==> src/rtl/dot_product_pkg.sv <==
// Shared types and sizing helpers for the streaming dot-product engine.
package dot_product_pkg;

    typedef enum logic [0:0] {
        ACCUM = 1'b0,
        HOLD  = 1'b1
    } state_e;

    // Width that holds N_TAPS full-scale products without overflow in either mode.
    function automatic int acc_width(input int data_w, input int n_taps);
        return 2 * data_w + $clog2(n_taps);
    endfunction

endpackage

==> src/rtl/dot_product_mac_mac_unit.sv <==
// Combinational extend-multiply-add: acc_out = acc_in + x*h at accumulator width.
module mac_unit #(
    parameter int DATA_W = 4,
    parameter int ACC_W  = 12,
    parameter int SIGNED = 0
) (
    input  logic [DATA_W-1:0] x,
    input  logic [DATA_W-1:0] h,
    input  logic [ACC_W-1:0]  acc_in,
    output logic [ACC_W-1:0]  acc_out
);

    logic signed [ACC_W-1:0] x_ext;
    logic signed [ACC_W-1:0] h_ext;
    logic signed [ACC_W-1:0] prod;

    generate
        if (SIGNED != 0) begin : g_sext
            assign x_ext = ACC_W'($signed(x));
            assign h_ext = ACC_W'($signed(h));
        end else begin : g_zext
            assign x_ext = ACC_W'(x);
            assign h_ext = ACC_W'(h);
        end
    endgenerate

    // Truncating to ACC_W is exact: the true product always fits.
    assign prod    = x_ext * h_ext;
    assign acc_out = acc_in + $unsigned(prod);

endmodule

==> src/rtl/dot_product_mac.sv <==
// Streaming dot-product engine: accumulates N_TAPS (x, h) pairs, then holds the sum for the consumer.
module dot_product_mac
    import dot_product_pkg::*;
#(
    parameter int   DATA_W = 4,
    parameter int   N_TAPS = 10,
    parameter int   SIGNED = 0,
    localparam int  ACC_W  = acc_width(DATA_W, N_TAPS),
    localparam int  CNT_W  = (N_TAPS > 1) ? $clog2(N_TAPS) : 1
) (
    input  logic              clk,
    input  logic              rst,
    input  logic              clr,
    input  logic              in_valid,
    output logic              in_ready,
    input  logic [DATA_W-1:0] x_in,
    input  logic [DATA_W-1:0] h_in,
    output logic              out_valid,
    input  logic              out_ready,
    output logic [ACC_W-1:0]  out_data,
    output logic              busy
);

    state_e                state;
    logic [ACC_W-1:0]      acc;
    logic [CNT_W-1:0]      tap_cnt;
    logic [ACC_W-1:0]      acc_next;
    logic                  accept;
    logic                  last_tap;
    logic                  release_out;

    mac_unit #(
        .DATA_W (DATA_W),
        .ACC_W  (ACC_W),
        .SIGNED (SIGNED)
    ) u_mac (
        .x       (x_in),
        .h       (h_in),
        .acc_in  (acc),
        .acc_out (acc_next)
    );

    // In HOLD a new pair may only enter when the held result leaves the same cycle.
    assign in_ready    = !clr && ((state == ACCUM) || out_ready);
    assign accept      = in_valid && in_ready;
    assign last_tap    = (tap_cnt == CNT_W'(N_TAPS - 1));
    assign release_out = (state == HOLD) && out_ready;
    assign busy        = (tap_cnt != '0);

    always_ff @(posedge clk or posedge rst) begin
        if (rst) begin
            state     <= ACCUM;
            acc       <= '0;
            tap_cnt   <= '0;
            out_data  <= '0;
            out_valid <= 1'b0;
        end else begin
            if (release_out) begin
                out_valid <= 1'b0;
                state     <= ACCUM;
            end
            // clr only aborts the partial sum; a held result still completes its handshake.
            if (clr) begin
                acc     <= '0;
                tap_cnt <= '0;
            end else if (accept) begin
                if (last_tap) begin
                    out_data  <= acc_next;
                    out_valid <= 1'b1;
                    acc       <= '0;
                    tap_cnt   <= '0;
                    state     <= HOLD;
                end else begin
                    acc     <= acc_next;
                    tap_cnt <= tap_cnt + CNT_W'(1);
                end
            end
        end
    end

endmodule

==> config.mk <==
export PLATFORM = sky130hd
export DESIGN_NAME = dot_product_mac
export DESIGN_NICKNAME = d
export VERILOG_FILES = /design/src/rtl/dot_product_pkg.sv /design/src/rtl/dot_product_mac_mac_unit.sv /design/src/rtl/dot_product_mac.sv
export SDC_FILE = /design/constraint.sdc
export NUM_CORES = 1
export LEC_CHECK = 0
export CELL_PAD_IN_SITES_DETAIL_PLACEMENT = 2
export CELL_PAD_IN_SITES_GLOBAL_PLACEMENT = 2
export CORE_MARGIN = 10
export CORE_UTILIZATION = 38
export DETAILED_ROUTE_END_ITERATION = 7
export PLACE_DENSITY = 0.89
export SYNTH_ARGS = -nofsm -noshare
export SYNTH_HDL_FRONTEND = slang
export SYNTH_SLANG_ARGS = --single-unit
==> constraint.sdc <==
create_clock -name clk -period 3.03 [get_ports clk]
set_clock_uncertainty 0.2 [all_clocks]
set_input_delay 0.606 -clock clk [delete_from_list [all_inputs] [get_ports clk]]
set_output_delay 0.606 -clock clk [all_outputs]
set_load 0.005 [all_outputs]
# [Word-level counts from Yosys, hierarchy flattened]
# Index checks and enable logic that the tools add are counted.
[op_classes] mul=1 n_bitwise=2 muxes=14 add_sub_neg=2 n_eq_ne=1 n_reduce_logical=8
[ops] operator="2-to-1 mux 12 bit" count=3
[ops] operator="adder 12 bit" count=1
[ops] operator="2-to-1 mux 4 bit" count=3
[ops] operator="multiplier 4 x 4 -> 8 bit" count=1
[ops] operator="2-to-1 mux 1 bit" count=8
[ops] operator="adder 4 x 1 -> 4 bit, second input constant" count=1
[ops] operator="== test 4 bit, second input constant" count=1
[ops] operator="nonzero test 4 bit" count=1
[ops] operator="logical AND 1 bit" count=3
[ops] operator="AND reduction 3 bit" count=1
[ops] operator="inverter 1 bit" count=2
[ops] operator="nonzero test 2 bit" count=1
[ops] operator="zero test 1 bit" count=1
[ops] operator="logical OR 1 bit" count=1
[totals] reg_bits=30 input_bits=13

# [Longest topological paths before layout]
# Gate-level depths: netlist of run 1.
[depth] ltp_word=6 mapped_depth=16 ltp_nobuf=16

# [Cells and area by module]
# Synthesis of run 1 repeated with hierarchy kept, for this count alone.
[unflattened] hier_cells=174 area_unflattened_um2=2040.7
[by_module_without_submodules] mod="dot_product_mac" area_each_um2=1280.0 seq_area_each_um2=750.7 n_inst=1 cells_per_inst=92
[by_module_without_submodules] mod="mac_unit" area_each_um2=760.7 seq_area_each_um2=0.0 n_inst=1 cells_per_inst=82

# [Worst setup path before layout of run 1]
# OpenSTA, ideal clock, no wires.
[synth_timing] path_kind="input to register" start="in x_in[0]" end="reg acc[8]" path_stages=16 path_slack_ns=-1.059 path_buffers=0 arrival_time_ns=3.807 setup_time_ns=0.082 required_ns=2.748 path_cell_list="nand2_1 fa_1 inv_1 fa_1 inv_1 fa_1 inv_1 a21o_1 a21oi_1 xnor2_1 ha_1 or2_1 a21oi_1 a31oi_1 or2_1 a31oi_1"
[synth_via] elab_chain_cells=5
[synth_lines] element="from (decl)" line="dot_product_mac.sv:16" rtl="input logic [DATA_W-1:0] x_in,"
[synth_lines] element="multiplier 4 x 4 -> 8 bit" line="dot_product_mac_mac_unit.sv:28" rtl="assign prod = x_ext * h_ext;"
[synth_lines] element="adder 12 bit" line="dot_product_mac_mac_unit.sv:29" rtl="assign acc_out = acc_in + $unsigned(prod);"
[synth_lines] element="2-to-1 mux 12 bit" line="dot_product_mac.sv:67" rtl="if (last_tap) begin"
[synth_lines] element="2-to-1 mux 12 bit" line="dot_product_mac.sv:66" rtl="end else if (accept) begin"
[synth_lines] element="2-to-1 mux 12 bit" line="dot_product_mac.sv:63" rtl="if (clr) begin"
[synth_lines] element="to (signal assigned)" line="dot_product_mac.sv:74" rtl="acc <= acc_next;"
[synth_lines] element="to (decl)" line="dot_product_mac.sv:25" rtl="logic [ACC_W-1:0] acc;"
# No other way between the ends. The select of a mux whose other input is x is not followed.
# A chain may end at the register's enable or synchronous reset.

# [Worst setup path in the final report of run 1]
[layout_timing] start="in x_in[1]" end="reg out_data[9]"
[layout_via] elab_chain_cells=2
[layout_lines] element="multiplier 4 x 4 -> 8 bit" line="dot_product_mac_mac_unit.sv:28"
[layout_lines] element="adder 12 bit" line="dot_product_mac_mac_unit.sv:29"
[layout_lines] element="to (signal assigned)" line="dot_product_mac.sv:68" rtl="out_data <= acc_next;"
[layout_lines] element="to (decl)" line="dot_product_mac.sv:20" rtl="output logic [ACC_W-1:0] out_data,"
# No other way between the ends.

==> results of run 1 <==
==> metal layers <==
layer / track usage / part of all wire / vias up
li1: - / - / 899
met1: 0.280 / 0.37 / 1135
met2: 0.439 / 0.50 / 130
met3: 0.0393 / 0.064 / 67
met4: 0.0574 / 0.063 / 0
met5: 0 / 0 / -
==> what timing repair did <==
action,in CTS,in global routing
endpoints found under the setup margin,20,18
cloned,0,0
pin swaps,33,26
setup buffers,8,6
gates resized for setup,61,28
==> kinds of logic after synthesis <==
kind of cell | Yosys count | synth area share
AND/OR/NAND/NOR | 76 | 0.196
AO/OA/AOI/OAI | 51 | 0.166
flip-flops | 30 | 0.348
adder cells (fa/ha/maj) | 28 | 0.180
buffers and inverters | 20 | 0.0418
XOR/XNOR | 13 | 0.0528
multiplexers | 3 | 0.0157
==> metrics by stage <==
step	setup TNS (ns)	util	setup slack, ns	total power, uW
after global placement	-26.15	0.499	-1.65	1070
after global routing	-18.92	0.595	-1.33	2070
after CTS	-14.38	0.557	-1.00	1730
final	-17.84	0.595	-1.28	2020
after detailed placement	-28.91	0.499	-1.78	1130
after floorplan	-11.32	-	-0.866	885
==> where the power goes <==
group	total, uW	switching, uW	leakage, uW	internal [uW]
clock	428	186	0.0000579	242
combinational	1090	580	0.00105	510
sequential	502	61.6	0.000410	440
==> how the worst max path moves through the flow <==
stage | startpoint | endpoint | slack, ns | cells after the start
6_report | x_in[1] | out_data[9] | -1.28 | 15
5_1_grt | x_in[1] | out_data[9] | -1.33 | 15
4_1_cts | x_in[1] | acc[8] | -1.00 | 17
3_5_place_dp | h_in[1] | out_data[9] | -1.78 | 17
3_3_place_gp | h_in[1] | out_data[9] | -1.65 | 17
2_1_floorplan | h_in[1] | out_data[9] | -0.87 | 16
==> cell usage after synthesis, drive strengths merged, types with 5 or more instances <==
cell type,count,area share
dfrtp,30,0.35
nand2,29,0.050
ha,23,0.13
inv,16,0.028
and2,15,0.045
o21ai,14,0.032
a21oi,11,0.026
xnor2,11,0.045
nor2,7,0.012
a22o,6,0.024
nand3,6,0.014
fa,5,0.046
==> cell type report <==
type / instances / area (um2) / area share
multi-input combinational: 171 / 1680 / 0.513
sequential: 30 / 751 / 0.229
inverter: 16 / 60.1 / 0.0183
clock buffer: 5 / 68.8 / 0.0210
tap: 72 / 90.1 / 0.0275
timing repair buffer: 64 / 587 / 0.179
clock inverter: 3 / 40.0 / 0.0122
==> worst reg2reg max path, stage by stage, from the launching register on <==
cell and delay, ns:
dfrtp_1 0.41, ha_1 0.37, a211oi_2 0.55, o211ai_2 0.25, a32oi_2 0.37, xnor2_1 0.22
o21ai_1 0.13
==> sequential cells by signal, indices dropped and copies added, names as in the netlist <==
signal	flops
acc	12
out_data	12
out_valid	1
state	1
tap_cnt	4
==> results.md, run 1 <==
- Pins Over Slew Limit: 0
- Site Rows: 27
- Synth-to-layout area growth: 52.1%
- Final setup vio count: 18
- First-pass GRT wire length: around 16000 um
- Post-Synthesis Cell Area: 2160 um2
- Worst hold path type: flop to flop
- Measured slew at the worst slew-check pin: ~0.67 ns
- Critical path's slowest cell: fa_1
- Clock sink total: 30
- Most common cell after layout, fill and taps aside: buf_4
- Crit path DAT: 4.28 ns
- CTS buffer count: 5
- Placed wire-length estimate: 5770 um
- Crit-path leading delay family: adder cells
- Drt wl/cell: 34.7 um
- Number of global-route vias before repair: ~2400
- Final ANT Viol Nets: 0
- Syn Nets: around 260
- Hold_ws: 0.304 ns
- Non-filler cells, final: ~360
- FFs w/ async S/R, synth: 1.00
- DRT iter0 DRCs: 130
- Hold path depth: 2
- First-pass DRT Iterations: 5
- Lkg Pwr: ~0.0015 uW
- Crit. End Element: flop
- Max stage delay on crit path: 0.56 ns
- Final Hold Viols: 0
- CTS root buffer: clkbuf_8
- Worst path required time: 3.00 ns
- Number of H-tree levels: 2
- R2r worst-path depth: 6
- Hold_sp: out_data[10]
- R2R Path Start: acc[2]
- Synth unique cells: 46
- Final worst slack: -1.28 ns
- Max-cap violations: 0
- Die span in y: 95.3 um
- Slew headroom: 0.553
- Worst hold endpoint: out_data[10]
- Most frequent cells in the layout: 32 x buf_4, 30 x dfrtp_1, 26 x nand2_1
- Fmax: about 230 MHz
- Die area: around 9100 um2
- Largest net degree at the start of global routing: 31
- Minimum clock period: 4.31 ns
- Failing checks: negative setup slack
- Critical path fanouts, max: 4
- Cells after Synth: between 200 and 250
- Initial antenna violation count: 0
- Core ar.: about 5500 um2
- Final Net Count: approximately 330
- Yosys warns: 0
- WL final: about 13000 um
- Via count: between 2000 and 2500
- DP Area: between 2000 and 3000 um2
- # hold bufs at CTS: 0
- Max Root-Sink Buffers: 2
- DRC Markers: 0
- CTS tree: built
- DIE WIDTH: roughly 95 um
- Gr usage total: 0.239
- Worst VDD drop: around 0.35 mV
- Pwr/cell area: roughly 620 nW/um2
- Clock latency on the worst-skew pair: between 0.3 and 0.4 ns
- Final worst path period share: 1.42
- RSZ-0062 raised after global routing: true
- Flops & latches, synth: 30
- Layout cells sized above 1: 0.374
- CP startpoint kind: input pin
- Antenna cells: 0
- Buf+Inv Stages, Crit Path: 3
- Crit-path cells: buf_8 -> nand2_4 -> fa_1 -> inv_2 -> fa_1 -> ha_1 -> a21o_1 -> a21oi_4 -> xnor2_1 -> ha_1 -> buf_4 -> o31a_1 -> a32oi_2 -> xnor2_1 -> o21ai_1
- Post-synth top flop: dfrtp_1
- Worst R2R End: out_data[9]
- Vias/cell: between 6 and 7
- EDFF count, synth: 0
- Syn_area_per_cell: 9.75 um2
- Status: complete, but fails checks
- Final Cell Area: between 3000 and 4000 um2
- Placed cell count: 339
- Gp weighted congestion: ~0.80
- Post-synthesis sequential area ratio: 0.348
- Critical path class: input pin to flop
- Starting Density: 0.392
- Remaining global-route overflow: 0
- IO buf count: 27
- Reg2reg setup slack: 0.41 ns
- Layout fillers: about 510
- Top Ports: 28
- CTS clk-pin slew, worst paths: 0.07 ns
Note: power is estimated with default switching activity, not from simulation.
==> run 2: changes to the inputs <==
--- a/config.mk
+++ b/config.mk
@@ -8,9 +8,10 @@
 export CELL_PAD_IN_SITES_DETAIL_PLACEMENT = 2
 export CELL_PAD_IN_SITES_GLOBAL_PLACEMENT = 2
 export CORE_MARGIN = 10
-export CORE_UTILIZATION = 38
+export CORE_UTILIZATION = 32
 export DETAILED_ROUTE_END_ITERATION = 7
-export PLACE_DENSITY = 0.89
+export PLACE_DENSITY = 0.8
+export SLEW_MARGIN = 20
 export SYNTH_ARGS = -nofsm -noshare
 export SYNTH_HDL_FRONTEND = slang
 export SYNTH_SLANG_ARGS = --single-unit
==> constraint.sdc (replaced) <==
create_clock -name clk -period 3.8 [get_ports clk]
set_clock_uncertainty 0.2 [all_clocks]
set_input_delay 0.76 -clock clk [delete_from_list [all_inputs] [get_ports clk]]
set_output_delay 0.76 -clock clk [all_outputs]
set_load 0.005 [all_outputs]
==> run 2 against run 1 <==
The run still ends with negative setup slack left; highest routed layer unchanged; global-route usage decreased by 7.6 points; combinational power down 21%; worst setup slack better by 0.69 ns; die area increased by 15%; first-iteration DRC count fell by 49%; critical path depth increased by 3.
==> results.md, run 2 (synthesized netlist as in run 1, its figures left out) <==
- Status: complete, but fails checks
- Failing checks: negative setup slack
- Layout cells sized above 1: 0.344 (-0.0300)
- Clock latency on the worst-skew pair: 0.32 ns (about the same)
- Die area: 10400 um2 (+15%)
- Vias/cell: 5.55 (-10%)
- Final ANT Viol Nets: 0 (unchanged)
- Synth-to-layout area growth: 49.6%
- First-pass DRT Iterations: 4 (-1)
- First-pass GRT wire length: 13000 um (-19%)
- Number of H-tree levels: 2 (unchanged)
- Gr usage total: 0.163 (-0.0758)
- Top Ports: 28 (unchanged)
- Setup Total Neg Slack: -7.15 ns (+10.68 ns)
- Final Hold Viols: 0 (unchanged)
- Largest net degree at the start of global routing: 31 (unchanged)
- Final setup vio count: 15 (-3)
- Gp weighted congestion: 0.745 (-6.7%)
- Pwr/cell area: 490 nW/um2 (-20%)
- Drt wl/cell: 26.3 um (-24%)
- Worst VDD drop: 0.281 mV (-19%)
- # hold bufs at CTS: 0 (unchanged)
- CP startpoint kind: input pin
- IO buf count: 27 (unchanged)
- Crit path DAT: 4.41 ns (+0.13 ns)
- Final worst path period share: 1.15
- DP Area: 2720 um2 (-0.91%)
- Lkg Pwr: 0.00147 uW (-3.0%)
- Combinational share of power: 0.542 (+0.002)
- Setup WS pre-CTS: -1.23 ns (+0.558 ns)
- DRC Markers: 0 (unchanged)
- RSZ-0062 raised after global routing: true
- Minimum clock period: 4.39 ns
- Site Rows: 29 (+7.4%)
- WL final: 9600 um (-23%)
- Layout fillers: 672 (+32%)
- Slew headroom: 0.549 (-0.00428)
- Internal: 947 uW (-21%)
- Placed wire-length estimate: 5010 um (-13%)
- Measured slew at the worst slew-check pin: 0.675 ns (+0.00639 ns)
- Final Net Count: 328 (-0.30%)
- Pins Over Slew Limit: 0 (unchanged)
- Max Root-Sink Buffers: 2 (unchanged)
- Via count: 2025 (-9.2%)
- Critical path class: input pin to flop
- Remaining global-route overflow: 0 (unchanged)
- DRT iter0 DRCs: 66 (-49%)
- Core ar.: 6460 um2 (+17%)
- Finished Core Util: 0.499 (-0.0961)
- Clock sink total: 30 (unchanged)
- Antenna cells: 0 (unchanged)
- DIE WIDTH: 102 um (+7.1%)
- Clock share of power: 0.207 (-0.005)
- Largest regs: acc x12, out_data x12, tap_cnt x4
- Switching portion of total power: 0.401 (-0.00878)
- Max-cap violations: 0 (unchanged)
- Initial antenna violation count: 0 (unchanged)
- Critical path fanouts, max: 4 (unchanged)
- Number of global-route vias before repair: 2301 (-4.4%)
- Crit. End Element: flop
- CTS clk-pin slew, worst paths: 0.09 ns (+0.02 ns)
- CTS root buffer: clkbuf_8
- Fmax: 228 MHz
- Sequential share of power: 0.250 (+0.002)
- Starting Density: 0.334 (-0.0577)
- Most frequent cells in the layout: 30 x dfrtp_1, 30 x buf_4, 26 x nand2_1
- CTS buffer count: 5 (unchanged)
- Worst hold path type: flop to flop
- Final worst slack: -0.587 ns (+0.692 ns)
- Final Cell Area: 3220 um2 (-1.6%)
- Worst path required time: 3.82 ns (+0.82 ns)
- Die span in y: 102 um (+7.1%)
- NetSw: 634 uW (-23%)
- CTS tree: built
## run 2: cell count changes in the layout (fill, tap and decap cells not counted), moves of 2 or more
| cell | delta |
|---|---|
| ha_1 | +3 |
| clkinv_2 | -2 |
| inv_1 | +2 |
| buf_4 | -2 |
| nand2_2 | +2 |
| ha_4 | -4 |
| buf_2 | +2 |
| clkbuf_8 | +3 |
| buf_6 | -2 |
| xor2_2 | -2 |
| nand2_4 | -2 |
| inv_2 | -2 |
## run 2: cell type report
cell class | count | area, um2 | share of cell area
well taps | 77 | 96.3 | 0.0299
repair buffers | 63 | 576 | 0.179
clock buffers | 8 | 110 | 0.0341
multi-input cells | 171 | 1630 | 0.506
flip-flops and latches | 30 | 751 | 0.233
inverters | 16 | 60.1 | 0.0186
## run 2: worst paths after layout
check                            start      endpoint  slack, ns  cells after the start
setup / recovery               x_in[2]  out_data[10]      -0.59                     18
hold / removal             out_data[5]   out_data[5]       0.27                      2
setup reg to reg                acc[0]  out_data[10]       1.26                      8
hold reg to reg            out_data[5]   out_data[5]       0.27                      2
max in group asynchronous          rst    tap_cnt[0]       2.46                      3
min in group asynchronous          rst       acc[10]       0.62                      3
## run 2: power groups by stage
stage          combinational [uW]  sequential [uW]  clock [uW]
2_1_floorplan                 312              371           0
3_3_place_gp                  440              385           0
3_5_place_dp                  465              389           0
4_1_cts                       667              390         309
5_1_grt                       895              399         344
6_report                      857              396         328
## run 2: stage by stage
| stage | power [uW] | hold slack, ns | std cells |
|---|---|---|---|
| 5_1_grt | 1640 | 0.311 | 365 |
| 3_5_place_dp | 853 | 0.275 | 343 |
| 6_report | 1580 | 0.272 | 365 |
| 2_1_floorplan | 683 | 0.258 | 221 |
| 4_1_cts | 1370 | 0.292 | 359 |
| 3_3_place_gp | 825 | 0.258 | 343 |
## run 2: worst max-delay path, cell delays in order
cell and delay [ns]:
buf_8 0.09, nand2_8 0.05, fa_1 0.54, inv_1 0.05
fa_1 0.56, inv_2 0.05, fa_2 0.37, buf_4 0.15
buf_6 0.10, buf_6 0.11, xnor2_4 0.13, ha_4 0.33
and3_4 0.21, a21oi_4 0.04, buf_4 0.15, a311oi_2 0.33
xnor2_2 0.13, o21ai_1 0.22
## run 2: routing by layer
| metal | GRT usage | vias to the layer above | wire [um] |
|---|---|---|---|
| li1 | - | 897 | - |
| met1 | 0.194 | 1050 | 3990 |
| met2 | 0.282 | 49 | 4930 |
| met3 | 0.0351 | 29 | 360 |
| met4 | 0.0575 | 0 | 326 |
| met5 | 0 | - | 0 |
## run 2: repair_timing
| item | in CTS | in global routing |
|---|---|---|
| buffers inserted | 9 | 6 |
| resized for setup | 65 | 17 |
| setup endpoints to repair | 18 | 16 |
| hold endpoints to repair | 0 | 0 |
| pin swaps | 33 | 31 |
==> run 3: changes to the inputs <==
--- a/config.mk
+++ b/config.mk
@@ -10,6 +10,7 @@
 export CORE_MARGIN = 10
 export CORE_UTILIZATION = 32
 export DETAILED_ROUTE_END_ITERATION = 7
+export GPL_TIMING_DRIVEN = 1
 export PLACE_DENSITY = 0.8
 export SLEW_MARGIN = 20
 export SYNTH_ARGS = -nofsm -noshare
==> results of run 3 <==
Same layout as run 2: the final DEF is identical, and so are final timing and power.
